===== config.mk =====
export PLATFORM = sky130hd
export DESIGN_NAME = stack_alu_sequencer
export DESIGN_NICKNAME = d
export VERILOG_FILES = /design/src/rtl/stack_alu_sequencer.sv
export SDC_FILE = /design/constraint.sdc
export NUM_CORES = 1
export LEC_CHECK = 0
export BUFFER_PORTS_ARGS = -buffer_cell sky130_fd_sc_hd__buf_2
export CAP_MARGIN = 30
export CORE_ASPECT_RATIO = 1.25
export CORE_MARGIN = 4
export CORE_UTILIZATION = 48
export DETAILED_ROUTE_END_ITERATION = 8
export HOLD_SLACK_MARGIN = 0.05
export PLACE_DENSITY = 0.87
export SLEW_MARGIN = 20
export SYNTH_ARGS = -nofsm -noshare
export SYNTH_HDL_FRONTEND = slang
export SYNTH_SLANG_ARGS = --single-unit

===== constraint.sdc =====
create_clock -name clock -period 2.7 [get_ports clock]
set_input_delay 0 -clock clock [delete_from_list [all_inputs] [get_ports clock]]
set_output_delay 0 -clock clock [all_outputs]
set_load 0.03 [all_outputs]

===== src/rtl/stack_alu_sequencer.sv =====
// Sequences pop/exec/push for one stack instruction at a time; the ALU stays a pure datapath.
// Latency: binary ops 5 cycles accept-to-accept, DROP/DUP 2, NOP 1; all outputs are registered-state Moore.
// Backpressure: instr_ready is high only in IDLE; a fault parks the block (ready low, pc held) until reset.
module stack_alu_sequencer #(
    parameter int WIDTH      = 32,
    parameter int DEPTH_BITS = 4
) (
    input  logic                  clock,
    input  logic                  reset,
    input  logic                  instr_valid,
    input  logic [3:0]            instr_op,
    output logic                  instr_ready,
    input  logic [DEPTH_BITS:0]   stack_count,
    input  logic [WIDTH-1:0]      stack_top,
    output logic                  stack_pop,
    output logic                  stack_push,
    output logic [WIDTH-1:0]      stack_wr_data,
    output logic [3:0]            alu_op,
    output logic [WIDTH-1:0]      alu_a,
    output logic [WIDTH-1:0]      alu_b,
    input  logic [WIDTH-1:0]      alu_result,
    input  logic                  alu_zero,
    output logic                  pc_hold,
    output logic                  zero_flag,
    output logic                  fault
);

    localparam logic [3:0] OP_NOP  = 4'h0;
    localparam logic [3:0] OP_DROP = 4'h1;
    localparam logic [3:0] OP_DUP  = 4'h2;
    localparam logic [3:0] OP_ADD  = 4'h3;
    localparam logic [3:0] OP_SUB  = 4'h4;
    localparam logic [3:0] OP_AND  = 4'h5;
    localparam logic [3:0] OP_OR   = 4'h6;
    localparam logic [3:0] OP_XOR  = 4'h7;

    localparam logic [DEPTH_BITS:0] CAPACITY = {1'b1, {DEPTH_BITS{1'b0}}};
    localparam logic [DEPTH_BITS:0] ONE      = {{DEPTH_BITS{1'b0}}, 1'b1};
    localparam logic [DEPTH_BITS:0] TWO      = {{(DEPTH_BITS-1){1'b0}}, 2'b10};

    typedef enum logic [2:0] {
        ST_IDLE  = 3'd0,
        ST_POP_B = 3'd1,
        ST_POP_A = 3'd2,
        ST_EXEC  = 3'd3,
        ST_PUSH  = 3'd4,
        ST_FAULT = 3'd5
    } state_t;

    state_t             state, state_nxt;
    logic [3:0]         op_reg;
    logic [WIDTH-1:0]   a_reg;
    logic [WIDTH-1:0]   b_reg;
    logic [WIDTH-1:0]   res_reg;
    logic               zero_reg;

    logic               accept;
    logic               dup_ok;
    logic               dup_load;

    assign accept   = instr_valid && (state == ST_IDLE);
    assign dup_ok   = (stack_count >= ONE) && (stack_count < CAPACITY);
    assign dup_load = accept && (instr_op == OP_DUP) && dup_ok;

    // Operand checks happen once at accept so a failing instruction never strobes the stack.
    always_comb begin
        state_nxt = state;
        case (state)
            ST_IDLE: begin
                if (accept) begin
                    case (instr_op)
                        OP_NOP:  state_nxt = ST_IDLE;
                        OP_DROP: state_nxt = (stack_count >= ONE) ? ST_POP_B : ST_FAULT;
                        OP_DUP:  state_nxt = dup_ok ? ST_PUSH : ST_FAULT;
                        OP_ADD, OP_SUB, OP_AND, OP_OR, OP_XOR:
                                 state_nxt = (stack_count >= TWO) ? ST_POP_B : ST_FAULT;
                        default: state_nxt = ST_FAULT;
                    endcase
                end
            end
            ST_POP_B: state_nxt = (op_reg == OP_DROP) ? ST_IDLE : ST_POP_A;
            ST_POP_A: state_nxt = ST_EXEC;
            ST_EXEC:  state_nxt = ST_PUSH;
            ST_PUSH:  state_nxt = ST_IDLE;
            ST_FAULT: state_nxt = ST_FAULT;
            default:  state_nxt = ST_IDLE;
        endcase
    end

    always_ff @(posedge clock or negedge reset) begin
        if (!reset) begin
            state <= ST_IDLE;
        end else begin
            state <= state_nxt;
        end
    end

    // b is the first pop (old top), a the second, so SUB computes a-b.
    always_ff @(posedge clock or negedge reset) begin
        if (!reset) begin
            op_reg   <= 4'h0;
            a_reg    <= '0;
            b_reg    <= '0;
            res_reg  <= '0;
            zero_reg <= 1'b0;
        end else begin
            if (accept) begin
                op_reg <= instr_op;
            end
            if (state == ST_POP_B) begin
                b_reg <= stack_top;
            end
            if (state == ST_POP_A) begin
                a_reg <= stack_top;
            end
            if (dup_load) begin
                res_reg <= stack_top;
            end else if (state == ST_EXEC) begin
                res_reg <= alu_result;
            end
            if (state == ST_EXEC) begin
                zero_reg <= alu_zero;
            end
        end
    end

    always_comb begin
        instr_ready   = (state == ST_IDLE);
        pc_hold       = (state != ST_IDLE);
        stack_pop     = (state == ST_POP_B) || (state == ST_POP_A);
        stack_push    = (state == ST_PUSH);
        stack_wr_data = (state == ST_PUSH) ? res_reg : '0;
        alu_op        = (state == ST_EXEC) ? op_reg : 4'h0;
        alu_a         = a_reg;
        alu_b         = b_reg;
        zero_flag     = zero_reg;
        fault         = (state == ST_FAULT);
    end

endmodule


==> results of run 1 <==
## per-stage QoR
| step | power (mW) | hold slack (ns) | cell area (um2) | util [%] | worst slack (ns) |
|---|---|---|---|---|---|
| finish | 8.10 | 0.103 | 6590 | 72.2 | 0.428 |
| global route | 8.50 | 0.113 | 6590 | 72.2 | 0.365 |
| CTS | 8.07 | 0.103 | 6580 | 72.1 | 0.436 |
| detailed placement | 6.43 | 0.119 | 5520 | 60.5 | 0.462 |
| floorplan | 5.33 | -0.296 | 4470 | - | 0.529 |
| global placement | 6.28 | 0.101 | 5520 | 60.5 | 0.535 |
## power groups by stage
stage	Sequential [mW]	Clock (mW)	Combinational (mW)
detailed placement	2.78	0	3.65
global placement	2.73	0	3.55
finish	2.80	1.54	3.75
floorplan	3.69	0	1.64
CTS	2.77	1.57	3.73
global route	2.88	1.64	3.98
## critical path, cell delays in order (launching register included)
cell and delay [ns]:
dfrtp_1 0.48, or4b_4 0.63, o41a_4 0.67, a221o_1 0.36
## worst max path at each step
| stage | start | to | slack (ns) | cells after the start |
|---|---|---|---|---|
| finish | state[1] | res_reg[29] | 0.43 | 3 |
| global route | state[1] | res_reg[4] | 0.36 | 3 |
| CTS | state[1] | res_reg[29] | 0.44 | 3 |
| detailed placement | state[1] | res_reg[2] | 0.46 | 3 |
| global placement | state[1] | res_reg[16] | 0.54 | 3 |
| floorplan | state[1] | res_reg[0] | 0.53 | 6 |
## cells by family after synthesis
| kind of cell | synth area share [%] |
|---|---|
| flip-flops | 58.2 |
| AND/OR/NAND/NOR | 14.1 |
| multiplexers | 16.4 |
| AO/OA/AOI/OAI | 8.37 |
| buffers and inverters | 2.94 |
## per-layer routing
metal	routed length (um)	part of all wire, %	track usage, %
met1	4760	37	26.3
met2	6970	54	43.8
met3	803	6.3	4.81
met4	263	2.1	11.4
met5	0	0	0
## what timing repair did
item	in CTS	in global routing
hold endpoints to repair	162	0
gates resized for setup	0	0
hold buffers	70	0
## cell usage in the layout (no fill, tap or decap), types with 3 or more instances in the layout
cell type      count
dfrtp_1          104
bufinv_16          4
mux2_2            65
buf_4             13
nor3_1             3
clkbuf_16          9
a221o_1           32
nor2_1             3
nand2_1           12
buf_2            181
and2_1            68
nor3b_2            3
dlygate4sd3_1     70
## layout make-up
| type | instances | area (um2) | share of cell area, % |
|---|---|---|---|
| sequential | 104 | 2600 | 39.5 |
| multi-input combinational | 205 | 1760 | 26.7 |
| timing repair buffer | 265 | 1710 | 25.9 |
| clock buffer | 10 | 229 | 3.48 |
| tap | 123 | 154 | 2.34 |
| clock inverter | 5 | 129 | 1.96 |
| inverter | 1 | 3.75 | 0.0570 |
==> results_dict.tcl, run 1 <==
set metrics [dict create \
    status "finished, final reports clean" \
    power_frac_comb_pct 46.4 \
    hpwl_mm 8.28 \
    cts_tree "done" \
    timing.rr.start "state[1]" \
    swShare_pct 40.3 \
    yosys_register_bits 104 \
    fmax_mhz 440 \
    synth_top_area_share_pct 58.2 \
    hold_class "input port to flip-flop" \
    drc 0 \
    slew_violations 0 \
    power_switching_mw 3.26 \
    synth_edf_count 0 \
    yosys.cell_types.count 29 \
    core_um2 9130 \
    post_drt_wl_per_cell_um 17.9 \
    drt-total-wl_mm 12.8 \
    synth.largest_area_cell "dfrtp_1" \
    fin_setup_tns_ns 0 \
    dieHeight_um 116 \
    die_area_um2 10900 \
    start_util_pct 49.0 \
    synth.most_common_cell "dfrtp_1" \
    area.growth.synth_to_final_pct 47.4 \
    grt.total_usage_pct 23.9 \
    r2r_slack_ns 0.43 \
    grt_overflow 0 \
    layout.nets 663 \
    synth_nets 410 \
    grt_pass1_vias 4148 \
    rows 39 \
    via_count 3768 \
    final-setup-viol-count 0 \
    powerDensity_nw_per_um2 1230 \
    seq_area_frac_synth_pct 58.2 \
    io_pins 183 \
    clk_latency_ns 0.33 \
    clkPwrFrac_pct 19.1 \
    root_buffer "clkbuf_16" \
    slew_headroom_pct 44.0 \
    fin_crit_ns 2.27 \
    tightest_slew_ns 0.833 \
    avgSynthCellArea_um2 13.4 \
    cp-start-kind "flip-flop" \
    cp-end-kind "flip-flop" \
    cp.arrival_ns 2.48 \
    p_int_mw 4.83 \
    r2r_end "res_reg[29]" \
    min_period_over_period_pct 84.1 \
    gp_congestion 0.807 \
    final_cells 713 \
    clk_pin_slew_ns 0.07 \
    place_inst 627 \
    antenna_left 0 \
    cts_num_sinks 104 \
    portBuffers 182 \
    r2r.worst_path.cells 3 \
    crit_fanout 32 \
    syn_area_um2 4470 \
    diodes 0 \
    required_ns 2.91 \
    seqPwrFrac_pct 34.6 \
    fillCellCount 596 \
    yosysWarnings 0 \
    hold_violations 0 \
    hp-start "instr_valid" \
    cts_post_setup_buffers_inserted 0 \
    min_to "op_reg[2]" \
    finClkSkew_ns 0.00392 \
    path_class "flip-flop to flip-flop" \
    antenna_found_initial 0 \
    grt_pass1_wl_mm 20.2 \
    firstDrtPassIters 5 \
    synthTopCellsByArea "dfrtp_1 58%, mux2_2 16%, and2_1 9.5%" \
    hold_depth 4 \
    vias_per_cell 5.28 \
    drive_gt1_share_pct 48.0 \
    async_flop_share_pct 100 \
    synth_commonest_cells "104 x dfrtp_1, 68 x and2_1, 65 x mux2_2, 32 x a221o_1, 13 x clkbuf_1" \
    h-tree-depth 3 \
    power_leakage_nw 3.24 \
    die_x_um 94.3 \
    drv_cap 0 \
    cts_made_buffers 9 \
    vdd_drop_max_uv 759 \
    yosys_most_used_dff "dfrtp_1" \
    grt_max_degree 62 \
    clock_path_buffers 2 \
    rsz0062_at_grt "no" \
    syn_inst 333 \
    drtIter0Drc 206 \
]
Power figures use the tool's default switching activity.
==> run 2, diff against run 1 <==
--- a/config.mk
+++ b/config.mk
@@ -5,11 +5,12 @@
 export SDC_FILE = /design/constraint.sdc
 export NUM_CORES = 1
 export LEC_CHECK = 0
+export ABC_AREA = 1
 export BUFFER_PORTS_ARGS = -buffer_cell sky130_fd_sc_hd__buf_2
 export CAP_MARGIN = 30
 export CORE_ASPECT_RATIO = 1.25
 export CORE_MARGIN = 4
-export CORE_UTILIZATION = 48
+export CORE_UTILIZATION = 49
 export DETAILED_ROUTE_END_ITERATION = 8
 export HOLD_SLACK_MARGIN = 0.05
 export PLACE_DENSITY = 0.87
==> constraint.sdc (replaced) <==
create_clock -name clock -period 2.3 [get_ports clock]
set_input_delay 0 -clock clock [delete_from_list [all_inputs] [get_ports clock]]
set_output_delay 0 -clock clock [all_outputs]
set_load 0.03 [all_outputs]
==> results_dict.tcl, run 2 <==
set metrics [dict create \
    cp-start-kind "flip-flop" \
    crit_end "res_reg[18]" \
    yosysWarnings 0 \
    grt_pass1_vias 4850 \
    fin_area_um2 6650 \
    antenna_left 0 \
    hold_violations 0 \
    finClkSkew_ns 0.00496 \
    antenna_found_initial 0 \
    grt_overflow 0 \
    slowest_stage "dlygate4sd3_1" \
    grt_pass1_wl_mm 22.6 \
    layout.nets 884 \
    start_util_pct 50.5 \
    crit_start "state[2]" \
    path_class "flip-flop to flip-flop" \
    synth_nets 632 \
    fmax_mhz 467 \
    slew_headroom_pct 56.5 \
    portBuffers 182 \
    path_common_cell "nand2_1" \
    crit_fanout 19 \
    die_x_um 95.0 \
    drive_gt1_share_pct 27.6 \
    fin_setup_tns_ns 0 \
    cts_tree "done" \
    r2r_slack_ns 0.16 \
    vias_per_cell 5.05 \
    drc 0 \
    yosys_register_bits 104 \
    power_leakage_nw 3.67 \
    cts_num_sinks 104 \
    synthTopCellsByArea "dfrtp_1 56%, nand2_1 15%, inv_1 6.2%" \
    yosys.cell_types.count 22 \
    synth.most_common_cell "nand2_1" \
    cts_made_buffers 9 \
    fin_crit_ns 2.14 \
    clk_latency_ns 0.34 \
    hpwl_mm 9.46 \
    area.growth.synth_to_final_pct 43.4 \
    status "finished, final reports clean" \
    hold_class "input port to flip-flop" \
    dieHeight_um 117 \
    r2r_end "res_reg[18]" \
    cp.arrival_ns 2.42 \
    async_flop_share_pct 100 \
    post_drt_wl_per_cell_um 15.5 \
    tightest_slew_ns 0.652 \
    syn_area_um2 4630 \
    yosys_most_used_dff "dfrtp_1" \
    core_um2 9170 \
    rsz0062_at_grt "no" \
    h-tree-depth 3 \
    gp_congestion 0.835 \
    firstDrtPassIters 5 \
    fin_util_pct 72.4 \
    timing.rr.start "state[2]" \
    drt-total-wl_mm 14.5 \
    final-setup-viol-count 0 \
    placed_area_um2 5630 \
    vdd_drop_max_uv 707 \
    slew_violations 0 \
    powerDensity_nw_per_um2 1360 \
    grt.total_usage_pct 26.1 \
    rows 39 \
    synth_commonest_cells "181 x nand2_1, 104 x dfrtp_1, 76 x inv_1, 55 x o21ai_0, 48 x nor2_1" \
    die_area_um2 11100 \
    min_period_over_period_pct 93.1 \
    grt_max_degree 55 \
    regArea_um2 2600 \
    mostFrequentLayoutCells "181 x nand2_1, 181 x buf_2, 104 x dfrtp_1, 76 x inv_1, 71 x dlygate4sd3_1" \
    synth_edf_count 0 \
    synth_top_area_share_pct 56.2 \
    avgSynthCellArea_um2 8.35 \
    drtIter0Drc 305 \
    cp-end-kind "flip-flop" \
    clk_pin_slew_ns 0.07 \
    root_buffer "clkbuf_16" \
    synth.largest_area_cell "dfrtp_1" \
    r2r.worst_path.cells 8 \
    path_cells "inv_2 -> nand3_2 -> inv_4 -> buf_4 -> nand2_1 -> a21boi_0 -> dlygate4sd3_1 -> nand2_1" \
    drv_cap 0 \
    critPathMaxStageDelay_ns 0.59 \
    seq_area_frac_synth_pct 56.2 \
    diodes 0 \
    io_pins 183 \
    via_count 4719 \
    syn_inst 555 \
    clock_path_buffers 2 \
    fillCellCount 649 \
    required_ns 2.58 \
    multi_input_area_um2 1560 \
]
-- run 2: layout make-up --
| cell class | instances | area share [%] |
|---|---|---|
| well taps | 123 | 2.32 |
| clock buffers | 10 | 3.45 |
| clock inverters | 6 | 0.678 |
| flip-flops and latches | 104 | 39.2 |
| multi-input cells | 344 | 23.4 |
| inverters | 81 | 4.61 |
| repair buffers | 267 | 26.4 |
-- run 2: how the worst min path moves through the flow --
stage / slack, ns / startpoint / endpoint / cells past startpoint
floorplan: -0.30 / reset / alu_a[0] / 0
global placement: 0.05 / reset / alu_a[10] / 1
detailed placement: 0.07 / reset / alu_a[10] / 1
CTS: 0.11 / stack_count[0] / state[2] / 8
global route: 0.18 / stack_count[0] / state[2] / 8
finish: 0.12 / stack_count[0] / state[2] / 8
-- run 2: logic make-up after synthesis --
logic type | count (synthesis) | share of synthesized area (%)
AOI/OAI and AO/OA | 104 | 13.0
and+or+nand+nor | 240 | 20.5
DFF | 104 | 56.2
buffers and inverters | 107 | 10.4
-- run 2: what timing repair did --
action	4_1_cts	5_1_grt
endpoints found under the hold margin	153	0
setup buffers	0	4
gates resized for setup	0	2
setup endpoints to repair	0	30
hold buffers	71	0
-- run 2: metal layers --
layer | GRT usage (%) | part of all wire (%)
met5 | 0 | 0
met4 | 10.2 | 2.2
met3 | 5.35 | 7.0
met2 | 46.4 | 52
met1 | 30.7 | 38
-- run 2: metrics by stage --
stage / hold slack, ns / power, mW / worst slack, ns / std cells
5_1_grt: 0.176 / 9.62 / 0.0661 / 935
2_1_floorplan: -0.296 / 6.07 / 0.915 / 555
4_1_cts: 0.112 / 9.00 / 0.0289 / 931
3_3_place_gp: 0.0513 / 7.21 / 0.694 / 844
6_report: 0.120 / 9.06 / 0.159 / 935
3_5_place_dp: 0.0675 / 7.40 / 0.563 / 844
-- run 2: where the power goes --
part | internal, mW | switching (mW)
registers | 2.72 | 0.520
clock network | 0.739 | 0.680
logic | 1.32 | 3.09
-- run 2: worst max-delay path, delay by kind of cell, from the launching register on --
family,cells,cell delay [ns]
flip-flops,1,0.43
buffers and inverters,4,1.22
AO/OA/AOI/OAI,1,0.13
AND/OR/NAND/NOR,3,0.29
